`config.mk`:
```
export PLATFORM = sky130hd
export DESIGN_NAME = sobel_master_engine_flat
export DESIGN_NICKNAME = d
export VERILOG_FILES = /design/src/rtl/sobel_master_engine_if.sv /design/src/rtl/sobel_master_engine.sv /design/src/flat_wrapper.sv
export SDC_FILE = /design/constraint.sdc
export NUM_CORES = 1
export LEC_CHECK = 0
export BUFFER_PORTS_ARGS = -buffer_cell sky130_fd_sc_hd__buf_2
export CORE_MARGIN = 4
export CORE_UTILIZATION = 40
export DETAILED_ROUTE_END_ITERATION = 6
export PLACE_DENSITY = 0.67
export SLEW_MARGIN = 40
export SYNTH_ARGS = -nofsm -noshare
export SYNTH_HDL_FRONTEND = slang
export SYNTH_SLANG_ARGS = --single-unit
```
`constraint.sdc`:
```
create_clock -name CSI_CLOCK_CLK -period 11.56 [get_ports CSI_CLOCK_CLK]
set_clock_uncertainty 0.15 [all_clocks]
set_input_delay 1.156 -clock CSI_CLOCK_CLK [delete_from_list [all_inputs] [get_ports CSI_CLOCK_CLK]]
set_output_delay 1.156 -clock CSI_CLOCK_CLK [all_outputs]
set_load 0.02 [all_outputs]
```
`src/rtl/sobel_master_engine_if.sv`:
```
// Avalon-MM master bus between the Sobel engine and memory.
// Zero-latency, non-pipelined reads: readdata is valid while read=1 and waitrequest=0.
interface sobel_master_engine_if #(
  parameter int AW = 16,
  parameter int DW = 16
) ();
  logic [AW-1:0] address;
  logic          read;
  logic          write;
  logic          waitrequest;
  logic [DW-1:0] readdata;
  logic [DW-1:0] writedata;

  modport master (output address, read, write, writedata, input waitrequest, readdata);
  modport slave  (input address, read, write, writedata, output waitrequest, readdata);
endinterface

```
`src/rtl/sobel_master_engine.sv`:
```
// Sobel gradient engine: fetches each interior pixel's 3x3 neighbourhood over
// Avalon-MM, computes |Gx|+|Gy| saturated to 8 bits and writes one word per pixel.
module sobel_master_engine #(
  parameter int IMG_W             = 32,
  parameter int IMG_H             = 32,
  parameter int AVM_DATA_WIDTH    = 16,
  parameter int AVM_ADDRESS_WIDTH = 16
) (
  input  logic        CSI_CLOCK_CLK,
  input  logic        CSI_CLOCK_RESET,
  input  logic        go,
  input  logic [15:0] inputAdd_offset,
  input  logic [15:0] outputAdd_offset,
  output logic        done,
  output logic        busy,
  sobel_master_engine_if.master avm
);
  localparam int AW = AVM_ADDRESS_WIDTH;
  localparam int DW = AVM_DATA_WIDTH;
  localparam int RW = $clog2(IMG_H);
  localparam int CW = $clog2(IMG_W);

  localparam logic [2:0] S_IDLE  = 3'd0;
  localparam logic [2:0] S_READ  = 3'd1;
  localparam logic [2:0] S_CALC  = 3'd2;
  localparam logic [2:0] S_WRITE = 3'd3;
  localparam logic [2:0] S_DONE  = 3'd4;

  logic [2:0]    state;
  logic          go_d;
  logic [AW-1:0] in_base, out_base;
  logic [RW-1:0] r;
  logic [CW-1:0] c;
  logic [1:0]    kr, kc;   // tap row/column inside the 3x3 window
  logic [3:0]    k;
  logic [7:0]    p [9];
  logic [7:0]    mag;

  logic [AW-1:0]       rd_addr, wr_addr;
  logic signed [11:0]  gx, gy;
  logic [11:0]         ax, ay, msum;
  logic [7:0]          mag_sat;
  logic                last_px;

  function automatic logic signed [11:0] px(input logic [7:0] v);
    return $signed({4'b0000, v});
  endfunction

  assign k       = {2'b00, kr} * 4'd3 + {2'b00, kc};
  assign last_px = (r == RW'(IMG_H - 2)) && (c == CW'(IMG_W - 2));

  assign rd_addr = in_base + (AW'(r) + AW'(kr) - AW'(1)) * AW'(IMG_W) + AW'(c) + AW'(kc) - AW'(1);
  assign wr_addr = out_base + AW'(r) * AW'(IMG_W) + AW'(c);

  always_comb begin
    gx      = (px(p[2]) + (px(p[5]) <<< 1) + px(p[8])) - (px(p[0]) + (px(p[3]) <<< 1) + px(p[6]));
    gy      = (px(p[6]) + (px(p[7]) <<< 1) + px(p[8])) - (px(p[0]) + (px(p[1]) <<< 1) + px(p[2]));
    ax      = gx[11] ? 12'(-gx) : 12'(gx);
    ay      = gy[11] ? 12'(-gy) : 12'(gy);
    msum    = ax + ay;
    mag_sat = (msum > 12'd255) ? 8'hFF : msum[7:0];
  end

  // Bus outputs decode straight from state so a reset drops them at once.
  always_comb begin
    avm.read      = (state == S_READ);
    avm.write     = (state == S_WRITE);
    avm.address   = '0;
    avm.writedata = '0;
    if (state == S_READ)  avm.address = rd_addr;
    if (state == S_WRITE) begin
      avm.address   = wr_addr;
      avm.writedata = DW'(mag);
    end
    done = (state == S_DONE);
    busy = (state != S_IDLE);
  end

  always_ff @(posedge CSI_CLOCK_CLK or posedge CSI_CLOCK_RESET) begin
    if (CSI_CLOCK_RESET) begin
      state    <= S_IDLE;
      go_d     <= 1'b0;
      in_base  <= '0;
      out_base <= '0;
      r        <= '0;
      c        <= '0;
      kr       <= '0;
      kc       <= '0;
      mag      <= '0;
      for (int i = 0; i < 9; i++) p[i] <= '0;
    end else begin
      go_d <= go;
      case (state)
        S_IDLE: if (go && !go_d) begin
          in_base  <= AW'(inputAdd_offset);
          out_base <= AW'(outputAdd_offset);
          r        <= RW'(1);
          c        <= CW'(1);
          kr       <= '0;
          kc       <= '0;
          state    <= S_READ;
        end
        S_READ: if (!avm.waitrequest) begin
          p[k] <= avm.readdata[7:0];
          if (kr == 2'd2 && kc == 2'd2) state <= S_CALC;
          else if (kc == 2'd2) begin
            kc <= '0;
            kr <= kr + 2'd1;
          end else kc <= kc + 2'd1;
        end
        S_CALC: begin
          mag   <= mag_sat;
          state <= S_WRITE;
        end
        S_WRITE: if (!avm.waitrequest) begin
          if (last_px) state <= S_DONE;
          else begin
            if (c == CW'(IMG_W - 2)) begin
              c <= CW'(1);
              r <= r + RW'(1);
            end else c <= c + CW'(1);
            kr    <= '0;
            kc    <= '0;
            state <= S_READ;
          end
        end
        S_DONE:  state <= S_IDLE;
        default: state <= S_IDLE;
      endcase
    end
  end
endmodule

```
`src/flat_wrapper.sv`:
```
// flat-port wrapper written by rule: the top's interface ports become plain ports
module sobel_master_engine_flat 
#(
  parameter int IMG_W             = 32,
  parameter int IMG_H             = 32,
  parameter int AVM_DATA_WIDTH    = 16,
  parameter int AVM_ADDRESS_WIDTH = 16
)
  (CSI_CLOCK_CLK, CSI_CLOCK_RESET, go, inputAdd_offset, outputAdd_offset, done, busy, avm_address, avm_read, avm_write, avm_writedata, avm_waitrequest, avm_readdata);
  sobel_master_engine_if #(.AW(16), .DW(16)) avm_i ();
  input  logic CSI_CLOCK_CLK;
  input  logic CSI_CLOCK_RESET;
  input  logic go;
  input  logic [15:0] inputAdd_offset;
  input  logic [15:0] outputAdd_offset;
  output logic done;
  output logic busy;
  output wire logic [$bits(avm_i.address)-1:0] avm_address;
  output wire logic [$bits(avm_i.read)-1:0] avm_read;
  output wire logic [$bits(avm_i.write)-1:0] avm_write;
  output wire logic [$bits(avm_i.writedata)-1:0] avm_writedata;
  input wire logic [$bits(avm_i.waitrequest)-1:0] avm_waitrequest;
  input wire logic [$bits(avm_i.readdata)-1:0] avm_readdata;
  assign avm_address = avm_i.address;
  assign avm_read = avm_i.read;
  assign avm_write = avm_i.write;
  assign avm_writedata = avm_i.writedata;
  assign avm_i.waitrequest = avm_waitrequest;
  assign avm_i.readdata = avm_readdata;
  sobel_master_engine #(.IMG_W(IMG_W), .IMG_H(IMG_H), .AVM_DATA_WIDTH(AVM_DATA_WIDTH), .AVM_ADDRESS_WIDTH(AVM_ADDRESS_WIDTH)) u_core (.CSI_CLOCK_CLK(CSI_CLOCK_CLK), .CSI_CLOCK_RESET(CSI_CLOCK_RESET), .go(go), .inputAdd_offset(inputAdd_offset), .outputAdd_offset(outputAdd_offset), .done(done), .busy(busy), .avm(avm_i));
endmodule
```
==> summary.txt <==
Crit path arrival time - 7070 ps
vias - 8,432
largest net degree at the start of global routing - 76
Syn Inst Count - 1,169
relative slew slack - 0.507
endpoints failing setup - 0
number of diodes - 0
H-tree levels - 4
RSZ-0062 raised after global routing - no
drt drc - 0
Slowest Stage Delay on Critical Path - 510 ps
Cell Rows - 60
Period Utilization, post-route - 0.601
root buffer cell - clkbuf_16
worst slew pin tran - 734 ps
Die ar. - 30,200 um2
DR top layer - met4
GP Congestion - 0.857
Synth area leader - dfrtp_1
clk_lat worst skew - 430 ps
EDFF count, synth - 0
post-synthesis cell area - 11,000 um2
initial antenna violation count - 0
post-synthesis sequential area ratio - 0.277
maxcap violations - 0
IO Port Bufs - 71
Initial Util - 0.407
CTS tree - yes
cts bufs inserted - 17
Synth cell types - 67
hold_buf cts - 0
crit path kind - flip-flop to flip-flop
GRT Overall Usage - 0.165
crit-path max FO - 12
fill count - 2,593
Detail Route Antenna Nets - 0
dpl hpwl - 19,400 um
final WL - 24,600 um
synth top area cells - dfrtp_1, ha_1, mux2_2
Critical Path End Type - flip-flop
asr flop ratio synth - 1.00
chip width - 174 um
worst min-delay path category - flip-flop to flip-flop
met1 WL - 11,800 um
max-slew violations - 0
Final TNS setup - 0 ps
Synth Register Bits - 122
synthesis-to-finish area growth - 12.1%
Boundary Pins - 88
GRT Residual Overflow - 0
first-pass GRT wire length - 41,500 um
fin crit period - 6950 ps
vias in the first global route - 8,480
ratio of cells with drive above 1 in the final layout - 0.166
CORE AREA - 27,000 um2
share of the synthesized area in the top cell type - 0.277
drt wl/cell - 15.5 um
Primary FF master, synth - dfrtp_1
post-CTS setup buffers - 0
# nets final - 1,464
most used cell, CP - fa_1
post_cts resized - 0
Met3 Routed Length - 860 um
status - complete, no violations
Die H - 174 um
first-pass iteration count of the detailed router - 5
Reg clk slew, reported paths - 60 ps
required time worst endpoint - 11,680 ps
hold slack - 366 ps
met2 wire length - 11,700 um
Iteration-0 DRC Markers - 487
clock sink count - 122
Startpoint Class - flip-flop
final hold violations - 0
total number of yosys warnings - 0
Slowest-stage cell, CP - fa_1
vias per inst - 5.31
Max Freq - 144 MHz
average size of a mapped cell - 9.42 um2
Max Buffers Root-to-Sink - 2
==> final timing paths <==
path,depth (start not counted),to,slack (ps),from
worst max-delay path,25,u_core.mag[5],4610,u_core.p[56]
worst min-delay path,1,u_core.p[58],370,u_core.p[58]
worst max register to register,25,u_core.mag[5],4610,u_core.p[56]
worst min register to register,1,u_core.p[58],370,u_core.p[58]
max in group asynchronous,3,u_core.state[1],9430,CSI_CLOCK_RESET
min in group asynchronous,2,u_core.p[41],700,CSI_CLOCK_RESET
==> cells by family (layout without fill, tap and decap cells) <==
kind of cell / Yosys count / count (layout) / synth area share
compound gates: 255 / 255 / 0.150
xor+xnor: 92 / 92 / 0.0732
fa+ha+maj: 177 / 177 / 0.231
buf+inv: 175 / 247 / 0.0634
flops: 122 / 122 / 0.277
mux: 87 / 87 / 0.0884
other cells: 1 / 8 / 0.000341
simple gates: 260 / 260 / 0.117
==> stage by stage <==
step	util	setup slack, ps	cells	cell area [um2]
6_report	0.456	4610	1589	12300
2_1_floorplan	-	5230	1176	11000
4_1_cts	0.456	4600	1589	12300
3_3_place_gp	0.433	4690	1557	11700
3_5_place_dp	0.433	4640	1557	11700
5_1_grt	0.456	3980	1589	12300
==> sequential cells by signal, summed over array words and instances (netlist names), 3 cells and up <==
register / flops
u_core.p: 64
u_core.state: 3
u_core.c: 5
u_core.r: 5
u_core.in_base: 16
u_core.out_base: 16
u_core.mag: 8
==> cell usage after synthesis (all sizes together) (2+ instances only) <==
master,count
nor3,22
mux2i,5
clkbuf,20
ha,134
buf,16
or4,2
a311oi,4
nand2b,2
nor3b,3
o211ai,3
o21a,12
o2111ai,2
fa,43
a21boi,4
or2,5
mux2,82
a31oi,4
nor4,4
a221oi,2
nand3,28
a211oi,7
a211o,5
nand2,56
o22ai,6
or3,12
and3,17
o31ai,9
o21bai,16
dfrtp,122
a21oi,72
o21ai,62
a2111oi,4
a22oi,3
o311ai,2
a21o,22
inv,139
xor2,26
nor2,63
a41oi,8
and2,11
nand4,9
xnor2,66
nor2b,20
==> cell usage in the layout, fill, tap and decap left out, types with 6 or more instances in the layout <==
cell type	synthesis	final
o21bai_1	16	16
a211oi_1	7	7
o21a_1	12	12
nand3_1	28	28
clkbuf_16	0	17
nand4_1	9	9
o21ai_0	58	58
and2_1	10	10
nor2b_1	20	18
xor2_1	26	26
fa_1	43	43
inv_1	138	137
and3_1	17	17
mux2_2	82	82
or3_1	12	12
nor3_1	22	22
dfrtp_1	122	121
xnor2_1	66	66
o22ai_1	6	6
nor2_1	63	62
ha_1	134	134
a21oi_1	72	72
nand2_1	56	56
buf_2	3	71
a21o_1	22	22
conb_1	1	8
a41oi_1	8	8
o31ai_1	9	9
==> routing by layer <==
layer / vias up / GRT usage
met5: - / 0
met4: 0 / 0.0383
met3: 24 / 0.0283
met2: 162 / 0.280
met1: 4038 / 0.223
li1: 4208 / -
==> cell type report <==
class	instances	area [um2]	area share
flip-flops and latches	122	3050	0.248
well taps	341	427	0.0346
repair buffers	76	393	0.0318
inverters	139	527	0.0427
clock buffers	19	443	0.0359
multi-input cells	879	7320	0.594
clock inverters	13	170	0.0138
==> critical path: cells and delay by family, from the launching register on <==
family | cells | cell delay (ps)
fa+ha+maj | 6 | 2420
compound gates | 10 | 2230
simple gates | 5 | 1250
flops | 1 | 390
xor+xnor | 2 | 260
buf+inv | 2 | 90
Power is not shown: default switching activity piles up to over one toggle a cycle in this logic, so the estimate is an artifact.
